## src/rtl/acc_seq_sched_pkg.sv

```systemverilog
// ---------------------------------------------------------------------------
// acc_seq_pkg
//   Shared types and constants for the accumulator command scheduler.
//   - op_e    : requester opcode (CLR, LOAD, STEP, NOP), 2 bits.
//   - state_e : scheduler FSM states (IDLE, EXEC, RESP).
//   - ACC_W   : accumulator data width.
//   - CNT_W   : STEP repeat-count width.
// ---------------------------------------------------------------------------
package acc_seq_pkg;

    localparam int ACC_W = 8;
    localparam int CNT_W = 8;

    typedef enum logic [1:0] {
        CLR  = 2'd0,
        LOAD = 2'd1,
        STEP = 2'd2,
        NOP  = 2'd3
    } op_e;

    typedef enum logic [1:0] {
        IDLE = 2'd0,
        EXEC = 2'd1,
        RESP = 2'd2
    } state_e;

endpackage

```

## src/rtl/acc_seq_sched_rr_arbiter.sv

```systemverilog
// ---------------------------------------------------------------------------
// rr_arbiter
//   Purely combinational round-robin picker. Searches i_req starting at
//   i_ptr and wrapping, and returns the first set bit.
//   Ports:
//     i_req   [NUM_REQ] request vector
//     i_ptr   [ID_W]    index with highest priority this cycle
//     i_en    [1]       when low, nothing is granted
//     o_grant [NUM_REQ] one-hot grant
//     o_idx   [ID_W]    encoded index of the granted requester
//     o_any   [1]       a grant was made
// ---------------------------------------------------------------------------
module rr_arbiter #(
    parameter int NUM_REQ = 4,
    parameter int ID_W    = 2
) (
    input  logic [NUM_REQ-1:0] i_req,
    input  logic [ID_W-1:0]    i_ptr,
    input  logic               i_en,
    output logic [NUM_REQ-1:0] o_grant,
    output logic [ID_W-1:0]    o_idx,
    output logic               o_any
);

    logic [ID_W-1:0] w_cand;

    // Walk the requesters in priority order; the first hit wins and
    // later candidates are ignored through o_any.
    always_comb begin
        o_grant = '0;
        o_idx   = '0;
        o_any   = 1'b0;
        w_cand  = '0;
        if (i_en) begin
            for (int i = 0; i < NUM_REQ; i++) begin
                w_cand = ID_W'((int'(i_ptr) + i) % NUM_REQ);
                if (!o_any && i_req[w_cand]) begin
                    o_any           = 1'b1;
                    o_idx           = w_cand;
                    o_grant[w_cand] = 1'b1;
                end
            end
        end
    end

endmodule

```

## src/rtl/acc_seq_sched.sv

```systemverilog
// ---------------------------------------------------------------------------
// acc_seq_sched
//   Round-robin command scheduler in front of an 8-bit load/increment
//   accumulator. Accepts one command at a time, sequences the
//   accumulator's reset_l/load/inc pins, and answers the winning requester
//   with the resulting accumulator value.
//   Optional feature macro: ACC_SEQ_SCHED_OVF_EN (sticky wrap flag on STEP).
//   Ports:
//     clk, reset          clock, asynchronous active-high reset
//     req_valid/req_ready per-requester command handshake (ready one-hot)
//     req_op/value/count  packed per-requester command fields
//     rsp_valid/rsp_ready response handshake
//     rsp_id/data/ovf     answered requester, result, wrap flag
//     acc_reset_l, acc_load, acc_inc, acc_in_data  accumulator controls
//     acc_out_data        accumulator value
// ---------------------------------------------------------------------------
module acc_seq_sched
    import acc_seq_pkg::*;
#(
    parameter int NUM_REQ = 4,
    parameter int ID_W    = (NUM_REQ > 1) ? $clog2(NUM_REQ) : 1
) (
    input  logic                     clk,
    input  logic                     reset,
    input  logic [NUM_REQ-1:0]       req_valid,
    output logic [NUM_REQ-1:0]       req_ready,
    input  logic [2*NUM_REQ-1:0]     req_op,
    input  logic [ACC_W*NUM_REQ-1:0] req_value,
    input  logic [CNT_W*NUM_REQ-1:0] req_count,
    output logic                     rsp_valid,
    input  logic                     rsp_ready,
    output logic [ID_W-1:0]          rsp_id,
    output logic [ACC_W-1:0]         rsp_data,
    output logic                     rsp_ovf,
    output logic                     acc_reset_l,
    output logic                     acc_load,
    output logic [ACC_W-1:0]         acc_inc,
    output logic [ACC_W-1:0]         acc_in_data,
    input  logic [ACC_W-1:0]         acc_out_data
);

    state_e           r_state;
    logic [ID_W-1:0]  r_ptr;
    op_e              r_op;
    logic [ACC_W-1:0] r_value;
    logic [CNT_W-1:0] r_remain;
    logic [ID_W-1:0]  r_id;
    logic             r_rspValid;
    logic             r_accResetL;
    logic             r_accLoad;
    logic [ACC_W-1:0] r_accInc;
    logic [ACC_W-1:0] r_accInData;

    logic [NUM_REQ-1:0] w_grant;
    logic [ID_W-1:0]    w_gidx;
    logic               w_any;
    logic [ID_W-1:0]    w_nextPtr;
    logic [1:0]         w_opArr    [NUM_REQ];
    logic [ACC_W-1:0]   w_valueArr [NUM_REQ];
    logic [CNT_W-1:0]   w_countArr [NUM_REQ];
    op_e                w_selOp;
    logic [ACC_W-1:0]   w_selValue;
    logic [CNT_W-1:0]   w_selCount;

    // Unpack the per-requester command fields so the winner can be
    // selected by index.
    for (genvar g = 0; g < NUM_REQ; g++) begin : g_unpack
        assign w_opArr[g]    = req_op[2*g +: 2];
        assign w_valueArr[g] = req_value[ACC_W*g +: ACC_W];
        assign w_countArr[g] = req_count[CNT_W*g +: CNT_W];
    end

    assign w_selOp    = op_e'(w_opArr[w_gidx]);
    assign w_selValue = w_valueArr[w_gidx];
    assign w_selCount = w_countArr[w_gidx];

    // Grants only happen in IDLE and never while reset is held, so the
    // same-cycle ready strobe is quiet during reset.
    rr_arbiter #(
        .NUM_REQ (NUM_REQ),
        .ID_W    (ID_W)
    ) u_arb (
        .i_req   (req_valid),
        .i_ptr   (r_ptr),
        .i_en    ((r_state == IDLE) && !reset),
        .o_grant (w_grant),
        .o_idx   (w_gidx),
        .o_any   (w_any)
    );

    assign w_nextPtr = (r_id == ID_W'(NUM_REQ - 1)) ? '0 : r_id + 1'b1;

    assign req_ready   = w_grant;
    assign rsp_valid   = r_rspValid;
    assign rsp_id      = r_id;
    assign acc_reset_l = r_accResetL;
    assign acc_load    = r_accLoad;
    assign acc_inc     = r_accInc;
    assign acc_in_data = r_accInData;

    // The accumulator has already absorbed the last EXEC cycle by the time
    // we reach RESP, so its output is the final result.
    assign rsp_data = (r_state == RESP) ? acc_out_data : '0;

    // Scheduler FSM. Accumulator controls are registered and loaded on the
    // transition into EXEC so they are active for exactly the EXEC cycles;
    // acc_inc stays 0 everywhere else because the accumulator adds it on
    // every non-load cycle.
    always_ff @(posedge clk or posedge reset) begin
        if (reset) begin
            r_state     <= IDLE;
            r_ptr       <= '0;
            r_op        <= CLR;
            r_value     <= '0;
            r_remain    <= '0;
            r_id        <= '0;
            r_rspValid  <= 1'b0;
            r_accResetL <= 1'b1;
            r_accLoad   <= 1'b0;
            r_accInc    <= '0;
            r_accInData <= '0;
        end else begin
            case (r_state)
                IDLE: begin
                    if (w_any) begin
                        r_op     <= w_selOp;
                        r_value  <= w_selValue;
                        r_remain <= w_selCount;
                        r_id     <= w_gidx;
                        case (w_selOp)
                            CLR: begin
                                r_accResetL <= 1'b0;
                                r_state     <= EXEC;
                            end
                            LOAD: begin
                                r_accLoad   <= 1'b1;
                                r_accInData <= w_selValue;
                                r_state     <= EXEC;
                            end
                            STEP: begin
                                if (w_selCount == '0) begin
                                    r_rspValid <= 1'b1;
                                    r_state    <= RESP;
                                end else begin
                                    r_accInc <= w_selValue;
                                    r_state  <= EXEC;
                                end
                            end
                            default: begin
                                r_rspValid <= 1'b1;
                                r_state    <= RESP;
                            end
                        endcase
                    end
                end
                EXEC: begin
                    if (r_op == STEP) begin
                        if (r_remain == CNT_W'(1)) begin
                            r_accInc   <= '0;
                            r_rspValid <= 1'b1;
                            r_state    <= RESP;
                        end else begin
                            r_remain <= r_remain - CNT_W'(1);
                        end
                    end else begin
                        r_accResetL <= 1'b1;
                        r_accLoad   <= 1'b0;
                        r_accInData <= '0;
                        r_rspValid  <= 1'b1;
                        r_state     <= RESP;
                    end
                end
                RESP: begin
                    if (rsp_ready) begin
                        r_rspValid <= 1'b0;
                        r_ptr      <= w_nextPtr;
                        r_state    <= IDLE;
                    end
                end
                default: r_state <= IDLE;
            endcase
        end
    end

`ifdef ACC_SEQ_SCHED_OVF_EN
    logic             r_ovf;
    logic [ACC_W:0]   w_sum;
    logic             w_carry;

    assign w_sum   = {1'b0, acc_out_data} + {1'b0, r_value};
    assign w_carry = (w_sum > (ACC_W + 1)'(2**ACC_W - 1));

    // Sticky wrap flag: cleared when a new command is granted, set by any
    // STEP cycle whose add carries out of the accumulator.
    always_ff @(posedge clk or posedge reset) begin
        if (reset) begin
            r_ovf <= 1'b0;
        end else if ((r_state == IDLE) && w_any) begin
            r_ovf <= 1'b0;
        end else if ((r_state == EXEC) && (r_op == STEP) && w_carry) begin
            r_ovf <= 1'b1;
        end
    end

    assign rsp_ovf = r_ovf && (r_state == RESP);
`else
    assign rsp_ovf = 1'b0;
`endif

endmodule

```

## config.mk

```make
export PLATFORM = sky130hd
export DESIGN_NAME = acc_seq_sched
export DESIGN_NICKNAME = d
export VERILOG_FILES = /design/src/rtl/acc_seq_sched_pkg.sv /design/src/rtl/acc_seq_sched_rr_arbiter.sv /design/src/rtl/acc_seq_sched.sv
export SDC_FILE = /design/constraint.sdc
export NUM_CORES = 1
export LEC_CHECK = 0
export CORE_ASPECT_RATIO = 1.2
export CORE_MARGIN = 3
export CORE_UTILIZATION = 47
export CTS_BUF_LIST = sky130_fd_sc_hd__clkbuf_2
export CTS_CLUSTER_DIAMETER = 100
export DETAILED_ROUTE_END_ITERATION = 6
export PLACE_DENSITY = 0.95
export SLEW_MARGIN = 20
export SYNTH_ARGS = -nofsm -noshare
export SYNTH_HDL_FRONTEND = slang
export SYNTH_HIERARCHICAL = 1
export SYNTH_SLANG_ARGS = --single-unit
```

## constraint.sdc

```tcl
create_clock -name clk -period 6.9 [get_ports clk]
set_input_delay 0.69 -clock clk [delete_from_list [all_inputs] [get_ports clk]]
set_output_delay 0.69 -clock clk [all_outputs]
set_load 0.05 [all_outputs]
```

==> out/metrics.yaml, run 1 <==
ctsLongestPathBuffers: 2
synthesis.nets: 367
numCtsBuffers: 5
yosysWarnings: 6
row_count: 29
cts_setup_buffers: 0
fin_skew_ps: 22.0
io_pins: 121
powerDensity_nw_per_um2: 432
routed_wl_um: 7720
cts.root.buffer_cell: "clkbuf_2"
grt.met2_usage_pct: 39.7
worst_setup_path_end_kind: "register"
clk_pin_slew_ps: 200
first_pass_iters: 5
synth-seq-cells: 35
hold_class: "reg -> reg"
vias: 2670
crit_arrival_ps: 4720
maxCapViolCount: 0
finalInstanceArea_um2: 4060
synth_edf_count: 0
synth_area_leaders: "dfrtp_1, mux4_2, nand2_1"
finalCritPeriodShare_pct: 64.0
worst_pin_slew_ps: 985
ys_types: 53
startpoint_type: "register"
met1_usage_pct: 25.9
rsz0062_at_grt: "no"
synth_top_area_share_pct: 30.9
yosys.area.top_type: "dfrtp_1"
hold_viol: 0
ys_seq_area_share_pct: 31.9
grt_usage_pct: 22.9
grt.overflow.total: 0
power_mw: 1.75
clk_latency_ps: 390
synthCells: 269
first_global_vias: 2673
crit_type: "reg -> reg"
worst-endpoint-required_ps: 7200
fin_nets: 481
status: "completed"
vdd_drop_max_uv: 201
maxSlewViolCount: 0
ctsResizeCount: 0
use_met3_pct: 4.58
power.leakage_nw: 1.67
start_util_pct: 50.2
yosysMostFrequentCell: "nand2_1"
slew_headroom_pct: 34.3
viasPerCell: 5.79
dpl.hpwl_um: 6140
drt_iter0_markers: 176
ys.flop_type: "dfrtp_1"
placed_area_um2: 3960
syn_area_um2: 2750
io_buffers: 119
grt_max_degree: 27
holdCritStartpoint: "acc_in_data[7]"
crit_start: "r_ptr[0]"
setup_viol: 0
fin_util_pct: 74.1
ant_nets: 0
drt-wirelength-per-cell_um: 16.7
drc_errors: 0
synthArstFlopShare_pct: 100
grt_pass1_wl_um: 12200
cts.htree.levels: 2
grt-busiest-layer: "met2"
coreArea_um2: 5480
die_area_um2: 6810
finalSetupTns_ps: 0
dieHeight_um: 89.8
layout-drive-gt1-share_pct: 12.2
cts.hold.buffers_added: 0
critPathMaxFanout: 19
antenna_found_initial: 0
fin_crit_ps: 4420
antennaDiodeCount: 0
syn_to_final_growth_pct: 47.5
avgSynthCellArea_um2: 10.2
clock.fmax_mhz: 226
cts_tree: "built"
synth_common_cells: "nand2_1, dfrtp_1, mux4_2, o21ai_1, nor2_1"
cts.sinks: 35
dpl_worst_slack_ps: 2240
setup_ws_ps: 2480
place_congestion: 0.907
rr_startpoint: "r_ptr[0]"
die-width_um: 75.8
-- layout by cell type (no fill, tap or decap), types with 3 or more instances in the layout --
| cell type | netlist | final |
|---|---|---|
| o21ai_1 | 18 | 18 |
| o21ai_0 | 10 | 10 |
| nor2_1 | 15 | 15 |
| clkdlybuf4s50_1 | 0 | 119 |
| mux2i_1 | 9 | 9 |
| and2_1 | 9 | 9 |
| nand2b_1 | 3 | 3 |
| o2bb2ai_1 | 4 | 4 |
| nand2_1 | 51 | 51 |
| nor3_1 | 4 | 4 |
| ha_1 | 11 | 11 |
| mux2_2 | 4 | 4 |
| dfrtp_1 | 34 | 34 |
| mux4_2 | 22 | 22 |
| a21oi_1 | 6 | 6 |
| a22oi_1 | 3 | 3 |
| a221oi_1 | 4 | 4 |
| inv_1 | 6 | 6 |
| nor2b_1 | 5 | 5 |
| clkbuf_2 | 1 | 6 |
-- power breakdown --
part           switching [mW]  internal (mW)  total, mW
registers              0.0984          0.302      0.400
logic                   0.709          0.477       1.19
clock network          0.0693         0.0993      0.169
total                   0.876          0.878       1.75
-- layout make-up --
type	count	area, um2
clock buffer	6	30.0
clock inverter	2	60.1
fill	358	1420
inverter	6	22.5
multi-input combinational	214	1770
sequential	35	877
tap	77	96.3
timing repair buffer	121	1210
-- routing by layer --
metal / up-vias / wire length (um)
met5: - / 0
met4: 0 / 262
met3: 24 / 550
met2: 142 / 4100
met1: 1267 / 2810
li1: 1237 / -
-- metrics by stage --
stage,hold WS (ps),cells
floorplan,452,269
global placement,465,453
detailed placement,476,453
CTS,515,461
global route,536,461
finish,513,461
-- final timing paths --
check / depth (start not counted) / to / slack, ps
min in group asynchronous: 2 / rsp_id[1] / 660
min reg2reg: 2 / acc_in_data[7] / 510
min: 2 / acc_in_data[7] / 510
max: 11 / acc_inc[4] / 2480
max reg2reg: 11 / acc_inc[4] / 2480
max in group asynchronous: 3 / acc_reset_l / 5500
-- registers in the layout, summed over array words and instances (netlist names) --
register	cells
r_remain	8
r_op	2
r_state	2
rsp_valid	1
r_ptr	2
acc_reset_l	1
rsp_id	2
acc_inc	8
acc_load	1
acc_in_data	8
-- cells by family after synthesis --
| family | Yosys count | share of synthesized area, % |
|---|---|---|
| buf+inv | 20 | 4.59 |
| other cells | 1 | 0.136 |
| fa+ha+maj | 11 | 5.00 |
| flops | 35 | 31.9 |
| compound gates | 65 | 16.0 |
| simple gates | 101 | 19.1 |
| mux | 36 | 23.3 |
-- worst max-delay path, stage by stage (launching register included) --
cell     delay, ps
dfrtp_1        740
inv_1          240
ha_1           450
mux4_2         480
nor2_4         170
nand2_1        110
a41oi_4        700
mux4_2         450
nor4_2         350
a21oi_2        150
nand3_2        240
mux2i_1        250
Power figures use the tool's default switching activity.
==> inputs of run 2 (changes only) <==
CORE_UTILIZATION = 40   (was 47)
PLACE_DENSITY = 0.87   (was 0.95)
clock period = 3.7 ns   (was 6.9 ns; I/O delays follow)
==> run 2 against run 1 <==
Clock power increased by 7%. Hold slack worse by 3.7 ps. Sequential share of layout area down 0.68 points. Clock-buffer cell count shrank 1. Fmax is 25% higher. Via count rose by 1.2%. Combinational power up 110%. Non-clock buffer count grew 15. Register-to-register slack worse by 2300 ps. Cell count rose by 5.0%. Global-route usage shrank 2.1 points. Setup slack got worse by 2300 ps. Critical endpoint is now rsp_valid.
==> out/metrics.yaml, run 2 (same netlist as run 1, synthesis figures left out) <==
critPathMaxFanout: 11  # -8
cp_cell_sequence: "inv_1 > ha_2 > mux4_2 > buf_12 > nand2b_1 > o221a_1 > buf_12 > mux4_2 > nor4_4 > a21oi_2 > nor4bb_4 > a221o_1"
clk_latency_ps: 390  # about the same
grt_pass1_wl_um: 13000  # +6.4%
crit_family: "multiplexers"
regArea_um2: 877  # unchanged
layout_common_cells: "clkdlybuf4s50_1, nand2_1, dfrtp_1, mux4_2"
numCtsBuffers: 5  # unchanged
vias: 2703  # +1.2%
die-width_um: 81.7  # +7.7%
crit_end: "rsp_valid"
finalCritPeriodShare_pct: 95.1  # +31 points
cts.root.buffer_cell: "clkbuf_2"
power_mw: 3.33  # +90%
dieHeight_um: 96.9  # +7.8%
ctsLongestPathBuffers: 2  # unchanged
io_pins: 121  # unchanged
die_area_um2: 7910  # +16%
placed_area_um2: 4090  # +3.3%
hold_class: "reg -> reg"
clk_pin_slew_ps: 190  # about the same
multiInputGateArea_um2: 1790  # +1.5%
holdWs_ps: 509  # -3.73 ps
worst_setup_path_end_kind: "register"
drc_errors: 0  # unchanged
path_buf_inv: 3  # +2
first_global_vias: 2862  # +7.1%
cpPeakStageDelay_ps: 470  # -270 ps
crit_cells: 12  # +1
start_util_pct: 41.9  # -8.3 points
fin_skew_ps: 10.1  # -11.9 ps
finalInstanceArea_um2: 4190  # +3.2%
slowest_stage: "mux4_2"
clock.fmax_mhz: 284  # +25%
vdd_drop_max_uv: 380  # +89%
syn_to_final_growth_pct: 52.3
grt_max_degree: 27  # unchanged
io_buffers: 119  # unchanged
regToRegSetupSlack_ps: 180  # -2300 ps
layout-drive-gt1-share_pct: 17.0  # +4.8 points
setup_viol: 0  # unchanged
dpl.hpwl_um: 6440  # +5.0%
worst-endpoint-required_ps: 4040  # -3160 ps
timing.rr.end: "rsp_valid"
crit_type: "reg -> reg"
fillerInstances: 541  # +51%
crit_start: "r_ptr[0]"
place_congestion: 0.875  # -3.6%
coreArea_um2: 6570  # +20%
startpoint_type: "register"
worst_pin_slew_ps: 1010  # +25.5 ps
fin_crit_ps: 3520  # -896 ps
cts_tree: "built"
status: "completed"
crit_arrival_ps: 3860  # -860 ps
viasPerCell: 5.58  # -3.6%
final_common_cell: "clkdlybuf4s50_1"
fin_nets: 496  # +3.1%
maxSlewViolCount: 0  # unchanged
rsz0062_at_grt: "no"
drt_iter0_markers: 171  # -2.8%
rr_startpoint: "r_ptr[0]"
hold_viol: 0  # unchanged
antennaDiodeCount: 0  # unchanged
grt.overflow.total: 0  # unchanged
ant_nets: 0  # unchanged
drt-wirelength-per-cell_um: 16.8  # +0.60%
antenna_found_initial: 0  # unchanged
maxCapViolCount: 0  # unchanged
routed_wl_um: 8150  # +5.6%
powerDensity_nw_per_um2: 795  # +84%
rr_worst_depth: 12  # +1
grt_usage_pct: 20.7  # -2.1 points
cts.htree.levels: 2  # unchanged
cts.sinks: 35  # unchanged
slew_headroom_pct: 32.6  # -1.7 points
first_pass_iters: 4  # -1
row_count: 32  # +10%
power.leakage_nw: 1.74  # +4.1%
run 2: worst reg2reg max path: stages (launching register included):
cell	delay (ps)
dfrtp_1	420
inv_1	170
ha_2	350
mux4_2	380
buf_12	170
nand2b_1	130
o221a_1	270
buf_12	170
mux4_2	470
nor4_4	330
a21oi_2	150
nor4bb_4	300
a221o_1	170
run 2: layout make-up:
cell class                      count  share of cell area [%]
Clock buffer                        5                   0.597
Timing Repair Buffer              136                    32.1
Inverter                            6                   0.537
Sequential cell                    35                    20.9
Multi-Input combinational cell    214                    42.8
Clock inverter                      3                   0.478
Tap cell                           85                    2.54
run 2: worst min-delay path by stage:
| stage | from | end | slack, ps | depth (start not counted) |
|---|---|---|---|---|
| detailed placement | acc_reset_l | acc_reset_l | 470 | 2 |
| floorplan | r_op[1] | r_op[1] | 450 | 2 |
| global route | acc_in_data[2] | acc_in_data[2] | 540 | 2 |
| global placement | acc_reset_l | acc_reset_l | 470 | 2 |
| CTS | acc_reset_l | acc_reset_l | 500 | 2 |
| finish | acc_reset_l | acc_reset_l | 510 | 2 |
run 2: through the flow:
stage                     worst slack [ps]  utilization [%]  std cells  TNS (ps)
final                                  179             63.8        484         0
after detailed placement              -179             62.3        475     -1690
after floorplan                        138                -        269         0
after CTS                             48.2             62.9        483         0
after global routing                  21.1             63.8        484         0
after global placement                -100             62.3        475      -952
run 2: timing repair:
item,in CTS,in global routing
hold buffers,0,0
endpoints found under the setup margin,0,12
resized for setup,0,5
buffers inserted,0,1
run 2: power by group:
group,switching (mW),internal (mW)
sequential,0.137,0.563
combinational,1.43,1.02
clock,0.137,0.0448
total,1.70,1.63
run 2: routing by layer:
metal	track usage [%]	wire, um	share of wire [%]
met5	0	0	0
met4	6.78	190	2.3
met3	4.10	591	7.2
met2	38.0	4470	55
met1	23.3	2900	36
